==> src/rtl/serial_paralelo_rx_pkg.sv <==
// Shared PHY lane definitions: symbol width, comma/idle symbol and the
// receive alignment state encoding used by the deserializer.
package serial_paralelo_rx_pkg;

    localparam int SYMBOL_WIDTH = 8;
    localparam logic [SYMBOL_WIDTH-1:0] COMMA_SYMBOL = 8'hBC;

    typedef enum logic [1:0] {
        SEARCH = 2'd0,
        ALIGN  = 2'd1,
        LOCKED = 2'd2
    } rx_state_t;

endpackage

==> src/rtl/serial_paralelo_rx.sv <==
// Receive deserializer: slides a window over the serial line until a comma is
// seen, confirms byte alignment on consecutive commas, then emits bytes.
module serial_paralelo_rx
    import serial_paralelo_rx_pkg::*;
#(
    parameter int                WIDTH      = SYMBOL_WIDTH,
    parameter logic [WIDTH-1:0]  COMMA      = COMMA_SYMBOL,
    parameter int                LOCK_COUNT = 4
) (
    input  logic             clk_32f,
    input  logic             reset,
    input  logic             data_in,
    output logic [WIDTH-1:0] data_out,
    output logic             valid_out,
    output logic             byte_strobe,
    output logic             active
);

    localparam int BIT_W = (WIDTH > 1) ? $clog2(WIDTH) : 1;
    localparam int BC_W  = $clog2(LOCK_COUNT + 1);
    localparam logic [BIT_W-1:0] LAST_BIT = BIT_W'(WIDTH - 1);
    localparam logic [BC_W-1:0]  LOCK_MAX = BC_W'(LOCK_COUNT);

    // Only the previous WIDTH-1 bits are stored; the incoming bit completes the window.
    logic [WIDTH-2:0] sr;
    logic [WIDTH-1:0] sr_next;
    logic [BIT_W-1:0] bit_cnt, bit_cnt_next, bit_cnt_wrap;
    logic [BC_W-1:0]  bc_cnt, bc_cnt_next, bc_cnt_inc;
    rx_state_t        state, state_next;
    logic [WIDTH-1:0] data_next;
    logic             valid_next;
    logic             strobe_next;
    logic             active_next;
    logic             byte_done;
    logic             is_comma;

    always_ff @(posedge clk_32f) begin
        if (reset) begin
            sr          <= '0;
            bit_cnt     <= '0;
            bc_cnt      <= '0;
            state       <= SEARCH;
            data_out    <= '0;
            valid_out   <= 1'b0;
            byte_strobe <= 1'b0;
            active      <= 1'b0;
        end else begin
            sr          <= sr_next[WIDTH-2:0];
            bit_cnt     <= bit_cnt_next;
            bc_cnt      <= bc_cnt_next;
            state       <= state_next;
            data_out    <= data_next;
            valid_out   <= valid_next;
            byte_strobe <= strobe_next;
            active      <= active_next;
        end
    end

    always_comb begin
        sr_next      = {sr, data_in};
        is_comma     = (sr_next == COMMA);
        byte_done    = (bit_cnt == LAST_BIT);
        bit_cnt_wrap = byte_done ? '0 : bit_cnt + 1'b1;
        bc_cnt_inc   = (bc_cnt == LOCK_MAX) ? LOCK_MAX : bc_cnt + 1'b1;

        state_next   = state;
        bit_cnt_next = bit_cnt;
        bc_cnt_next  = bc_cnt;
        data_next    = data_out;
        valid_next   = valid_out;
        strobe_next  = 1'b0;
        active_next  = active;

        case (state)
            SEARCH: begin
                bit_cnt_next = '0;
                if (is_comma) begin
                    bc_cnt_next = BC_W'(1);
                    if (LOCK_COUNT <= 1) begin
                        state_next  = LOCKED;
                        active_next = 1'b1;
                    end else begin
                        state_next = ALIGN;
                    end
                end
            end
            ALIGN: begin
                bit_cnt_next = bit_cnt_wrap;
                if (byte_done) begin
                    if (is_comma) begin
                        bc_cnt_next = bc_cnt_inc;
                        if (bc_cnt_inc == LOCK_MAX) begin
                            state_next  = LOCKED;
                            active_next = 1'b1;
                        end
                    end else begin
                        bc_cnt_next  = '0;
                        bit_cnt_next = '0;
                        state_next   = SEARCH;
                    end
                end
            end
            LOCKED: begin
                bit_cnt_next = bit_cnt_wrap;
                // Idle commas keep the last data byte visible but mark it stale.
                if (byte_done) begin
                    strobe_next = 1'b1;
                    if (is_comma) begin
                        valid_next = 1'b0;
                    end else begin
                        valid_next = 1'b1;
                        data_next  = sr_next;
                    end
                end
            end
            default: begin
                state_next   = SEARCH;
                bit_cnt_next = '0;
                bc_cnt_next  = '0;
                valid_next   = 1'b0;
                active_next  = 1'b0;
            end
        endcase
    end

endmodule

==> config.mk <==
export PLATFORM = sky130hd
export DESIGN_NAME = serial_paralelo_rx
export DESIGN_NICKNAME = d
export VERILOG_FILES = /design/src/rtl/serial_paralelo_rx_pkg.sv /design/src/rtl/serial_paralelo_rx.sv
export SDC_FILE = /design/constraint.sdc
export NUM_CORES = 1
export LEC_CHECK = 0
export CORE_MARGIN = 3
export CORE_UTILIZATION = 52
export DETAILED_ROUTE_END_ITERATION = 6
export GPL_TIMING_DRIVEN = 1
export PLACE_DENSITY = 0.87
export REMOVE_ABC_BUFFERS = 1
export SLEW_MARGIN = 30
export SYNTH_ARGS = -nofsm -noshare
export SYNTH_HDL_FRONTEND = slang
export SYNTH_SLANG_ARGS = --single-unit
==> constraint.sdc <==
create_clock -name clk_32f -period 2.2 [get_ports clk_32f]
set_clock_uncertainty 0.15 [all_clocks]
set_input_delay 0.44 -clock clk_32f [delete_from_list [all_inputs] [get_ports clk_32f]]
set_output_delay 0.44 -clock clk_32f [all_outputs]
set_load 0.01 [all_outputs]
Yosys cells after proc, flatten, opt, wreduce, memory -nomap -nowiden
Index checks and enable logic that the tools add are counted.
Word-level totals
  register bits after elaboration: 26
  input bits: 3
  output and inout port bits: 11
  logic and storage cells: 57
Cells by class
  $add $sub $neg: 2
  equality and inequality tests: 12
  muxes and demuxes: 22
  bitwise operators: 4
  reduce and logical (&&, ||, !) cells: 9
Operators with widths (number)
  3-bit two-way mux: 7
  2-bit != test, second input constant: 5
  3-bit equality test, second input constant: 3
  3-bit case mux with 3 select lines: 1
  8-bit equality test, second input constant: 1
  2-bit two-way mux: 4
  4-bit AND reduction: 2
  3-bit by 1-bit adder with 3-bit output, second input constant: 2
  1-bit two-way mux: 6
  2-bit case mux with 3 select lines: 1
  3-bit case mux with 2 select lines: 1
  3-bit AND reduction: 2
  2-bit OR reduction: 3
  1-bit inverter: 4
  1-bit case mux with 2 select lines: 2
  3-bit != test, second input constant: 1
  2-bit by 1-bit equality test with 1-bit output, second input constant: 1
  2-bit equality test, second input constant: 1
  2-bit zero test: 1
  2-bit AND reduction: 1

Longest topological paths before layout
Gate-level depths: netlist of run 1.
  depth in word-level cells: 7
  mapped depth: 7
  depth with buffers taken out: 6

Least setup slack after synthesis of run 1
No wires, ideal clock.
  kind: reg2reg
  start point: register bit_cnt[0]
  end point: register bc_cnt[2]
  library setup time: 0.091 ns
  data arrival time: 1.440 ns
  required time: 1.959 ns
  slack: 0.519 ns
  cell stages (with the launch flop): 8
  path buffers: 1
  clock period less this slack: 1.681 ns
  cells stage by stage: dfxtp_1 -> ha_1 -> ha_1 -> inv_1 -> a21oi_1 -> clkbuf_1 -> a31oi_1 -> a311oi_1
On the way
  longest elaborated chain between the ends: 3
RTL lines
  from (decl): RTL line serial_paralelo_rx.sv:27  | logic [BIT_W-1:0] bit_cnt, bit_cnt_next, bit_cnt_wrap;
  from (signal assigned): RTL line serial_paralelo_rx.sv:49  | bit_cnt <= bit_cnt_next;
  3-bit equality test: RTL line serial_paralelo_rx.sv:62  | byte_done = (bit_cnt == LAST_BIT);
  net byte_done: RTL line serial_paralelo_rx.sv:34  | logic byte_done;
  2-bit != test (no line)
  3-bit AND reduction (no line)
  to (signal assigned): RTL line serial_paralelo_rx.sv:50  | bc_cnt <= bc_cnt_next;
  to (decl): RTL line serial_paralelo_rx.sv:28  | logic [BC_W-1:0] bc_cnt, bc_cnt_next, bc_cnt_inc;
The timed path passes the listed nets, and every way through them passes these cells.
A chain may end at the register's enable or synchronous reset.

Worst setup path after layout of run 1
  start point: input data_in
  end point: register state[1]
On the way
  longest elaborated chain between the ends: 4
  elaborated cells between the ends (all ways): 7
  classes of those cells: eq/ne: 3; mux: 3; reduce/logical: 1
RTL lines
  from (decl): RTL line serial_paralelo_rx.sv:12  | input logic data_in,
  8-bit equality test *: RTL line serial_paralelo_rx.sv:61  | is_comma = (sr_next == COMMA);
  2-bit two-way mux: RTL line serial_paralelo_rx.sv:90  | if (is_comma) begin
  2-bit two-way mux: RTL line serial_paralelo_rx.sv:89  | if (byte_done) begin
  2-bit case mux with 3 select lines: RTL line serial_paralelo_rx.sv:74  | case (state)
  to (signal assigned): RTL line serial_paralelo_rx.sv:51  | state <= state_next;
  to (decl): RTL line serial_paralelo_rx.sv:29  | rx_state_t state, state_next;
Mark *: on every way between the ends. The rest lies on a longest branch, timed or not. The select of a mux whose other input is x is not followed.

==> results of run 1 <==
cells in the final DEF, fill, tap and decap left out, types with 2 or more instances in the layout:
cell type                         instances
sky130_fd_sc_hd__ha_1                     7
sky130_fd_sc_hd__mux2i_1                  9
sky130_fd_sc_hd__nor2b_1                  8
sky130_fd_sc_hd__a311oi_1                 3
sky130_fd_sc_hd__nand2b_1                 2
sky130_fd_sc_hd__dfxtp_1                 26
sky130_fd_sc_hd__inv_1                    9
sky130_fd_sc_hd__nor2_1                  12
sky130_fd_sc_hd__clkbuf_4                 3
sky130_fd_sc_hd__buf_4                    5
sky130_fd_sc_hd__a21o_1                   2
sky130_fd_sc_hd__clkdlybuf4s50_1         13
sky130_fd_sc_hd__nand2_1                  2
sky130_fd_sc_hd__a31oi_1                  2
sky130_fd_sc_hd__o21ai_0                  2
sky130_fd_sc_hd__a21oi_1                  5
critical path, stage by stage:
cell and delay, ns:
sky130_fd_sc_hd__clkdlybuf4s50_1 0.47, sky130_fd_sc_hd__nor4b_4 0.40, sky130_fd_sc_hd__a21o_1 0.30, sky130_fd_sc_hd__a31oi_1 0.14
sky130_fd_sc_hd__a311oi_1 0.27
cell usage after synthesis:
library cell and count:
sky130_fd_sc_hd__a21oi_1 5, sky130_fd_sc_hd__nor3_1 1, sky130_fd_sc_hd__nand4_1 1, sky130_fd_sc_hd__clkbuf_1 3
sky130_fd_sc_hd__nand3_4 1, sky130_fd_sc_hd__nor2_1 12, sky130_fd_sc_hd__buf_2 1, sky130_fd_sc_hd__a22oi_1 1
sky130_fd_sc_hd__mux2i_1 9, sky130_fd_sc_hd__nand3b_1 1, sky130_fd_sc_hd__a211o_1 1, sky130_fd_sc_hd__dfxtp_1 26
sky130_fd_sc_hd__ha_1 7, sky130_fd_sc_hd__o211ai_1 1, sky130_fd_sc_hd__nand2b_1 2, sky130_fd_sc_hd__nand2_1 2
sky130_fd_sc_hd__a31oi_1 2, sky130_fd_sc_hd__o31ai_1 1, sky130_fd_sc_hd__o21ai_0 2, sky130_fd_sc_hd__a31o_2 1
sky130_fd_sc_hd__nor2b_1 8, sky130_fd_sc_hd__and2_1 1, sky130_fd_sc_hd__and4_1 1, sky130_fd_sc_hd__a211oi_1 1
sky130_fd_sc_hd__a21o_1 2, sky130_fd_sc_hd__nor4b_4 1, sky130_fd_sc_hd__a41oi_1 1, sky130_fd_sc_hd__a311oi_1 3
sky130_fd_sc_hd__xnor2_1 1, sky130_fd_sc_hd__inv_1 9
final cells by class:
cell class | instances | area, sq um | share of cell area [%]
Multi-Input combinational cell | 69 | 522 | 39.3
Sequential cell | 26 | 520 | 39.2
Timing Repair Buffer | 18 | 168 | 12.6
Inverter | 9 | 33.8 | 2.54
Tap cell | 25 | 31.3 | 2.36
Clock inverter | 1 | 30.0 | 2.26
Clock buffer | 3 | 22.5 | 1.70
routing by layer:
metal  vias to the layer above  GRT usage (%)
li1                        408              -
met4                         0           10.5
met2                        21           32.4
met1                       380           21.5
met5                         -              0
met3                         6           2.58
power by group:
group	leakage [nW]	switching (mW)	internal [mW]	total (mW)
registers	0.210	0.00262	0.474	0.476
clock network	0.0279	0.140	0.184	0.324
logic	0.259	0.00898	0.00726	0.0162
through the flow:
stage                     utilization [%]  area (sq um)  std cells  total power, mW
after floorplan                         -          1080        104            0.490
after global placement               68.6          1270        147            0.502
after detailed placement             68.6          1270        147            0.503
after CTS                            71.4          1330        151            0.827
after global routing                 71.4          1330        151            0.843
final                                71.4          1330        151            0.816
flip-flops by register name (all words and copies together) (netlist names):
signal / flops
active: 1
bc_cnt: 3
bit_cnt: 3
byte_strobe: 1
data_out: 8
sr: 7
state: 2
valid_out: 1
kinds of logic (layout without fill, tap and decap cells):
group | count (synthesis) | count (layout)
XOR/XNOR | 1 | 1
AND/OR/NAND/NOR | 31 | 31
adder cells (fa/ha/maj) | 7 | 7
flip-flops | 26 | 26
buffers and inverters | 13 | 31
AO/OA/AOI/OAI | 21 | 21
multiplexers | 9 | 9
final timing paths:
kind / endpoint / slack [ns] / depth (start not counted)
max: state[1] / 0.25 / 5
min: bit_cnt[0] / 0.30 / 1
max reg2reg: state[1] / 0.29 / 5
min reg2reg: bit_cnt[0] / 0.30 / 1
==> reports/qor.yml, run 1 <==
run_status: "complete, no violations"
h-tree-depth: 1
wl_per_cell_um: 14.1
yosys.area_share.simple_pct: 17.4
cts_hold_buffers: 0
crit_path_end_kind: "flop"
wl_met2_mm: 1.06
layout_min_cycle_time_ns: 1.95
worst_setup_path_startpoint: "data_in"
detail_route.vias_per_cell: 5.40
r2r-start: "bc_cnt[0]"
cts_post_setup_buffers_inserted: 0
insertion_delay_ns: 0.32
floorplan.initialDensity_pct: 58.8
synth_xor_area_share_pct: 0.802
critPathLaunchType: "input pin"
hold_start: "bit_cnt[0]"
final_antenna_net_count: 0
clockRootBuffer: "sky130_fd_sc_hd__clkbuf_4"
post_synth_main_area_contributors: "sky130_fd_sc_hd__dfxtp_1 (48%), sky130_fd_sc_hd__mux2i_1 (8.2%), sky130_fd_sc_hd__ha_1 (8.0%)"
placement.setup.worst_slack_ns: -0.0396
synthDominantAreaCellType: "sky130_fd_sc_hd__dfxtp_1"
floorplan.die_area_sq_mm: 0.00269
dp.final_hpwl_mm: 1.58
cp_max_fo: 7
mappedNetlistArea_sq_mm: 0.00109
netlist.area_leader.share_pct: 47.7
drive_gt1_share_pct: 9.52
quantity_of_gates_resized_following_cts: 0
dr.first_iter.drc_count: 21
detailedRoute.firstPassIterationCount: 4
worst_slew_pin_slew_ns: 0.429
final_critical_path_setup_slack_ns: 0.247
maxcap_violations: 0
grt_first_pass_wirelength_mm: 3.66
pwr_density_cell_mw_per_mm2: 615
clock_tree_from_tritoncts: "built"
whs_ns: 0.296
coreArea_sq_mm: 0.00186
grt_start_max_net_pins: 16
wl_met3_um: 79
rows: 15
layout_worst_path_cycle_share_pct: 88.8
layout.filler_cells: 136
slew_headroom_pct: 71.2
dieHeight_um: 51.8
dieWidth_um: 51.8
track_usage_pct: 18.6
cts_buf_count: 3
total_routed_wirelength_mm: 2.12
io_buffers: 13
drc: 0
nets: 137
antenna_found_initial: 0
timing.setup.tns_ns: 0
first_global_vias: 859
synth_cell_types: 30
gp_congestion: 0.833
clock_tree.buffer_depth: 2
timing.critical_path.arrival_ns: 2.03
synth-warning-count: 0
synthesis.area_per_instance_sq_um: 10.1
clkSlewWorstSetupHoldPaths_ns: 0.13
ys_seq_area_share_pct: 47.7
n_antenna_cell: 0
pin_count: 14
synth_compound_area_share_pct: 13.3
ys_seq_elements: 26
cellLeakagePower_nw: 0.497
hold_viol_final: 0
hold_class: "reg2reg"
final-setup-viol-count: 0
post_synthesis_adder_cell_area_fraction_pct: 8.02
combinational_family_with_the_most_area_after_synthesis: "simple AND/OR/NAND/NOR gates"
highest_layer: "met4"
fmaxAchievable_ghz: 0.512
synth.mux.area_fraction_pct: 8.25
finalMaxSlewViolations: 0
clock_sink_count: 26
met1_length_um: 941
vdd_drop_max_mv: 0.442
criticalPathCategory: "in2reg"
total_number_of_vias: 815
layout_overhead_on_the_synthesized_area_pct: 21.5
grt_overflow: 0
grt_setup_unrepaired: "false"
post_synth_inst_count: 108
timing.critical_path.required_ns: 2.28
(Power assumes the default switching activity.)
==> inputs of run 2 (changes only) <==
Settings changed: HOLD_SLACK_MARGIN from default to 0.1.
==> results of run 2 <==
Final layout, timing and power as in run 1 (identical DEF).
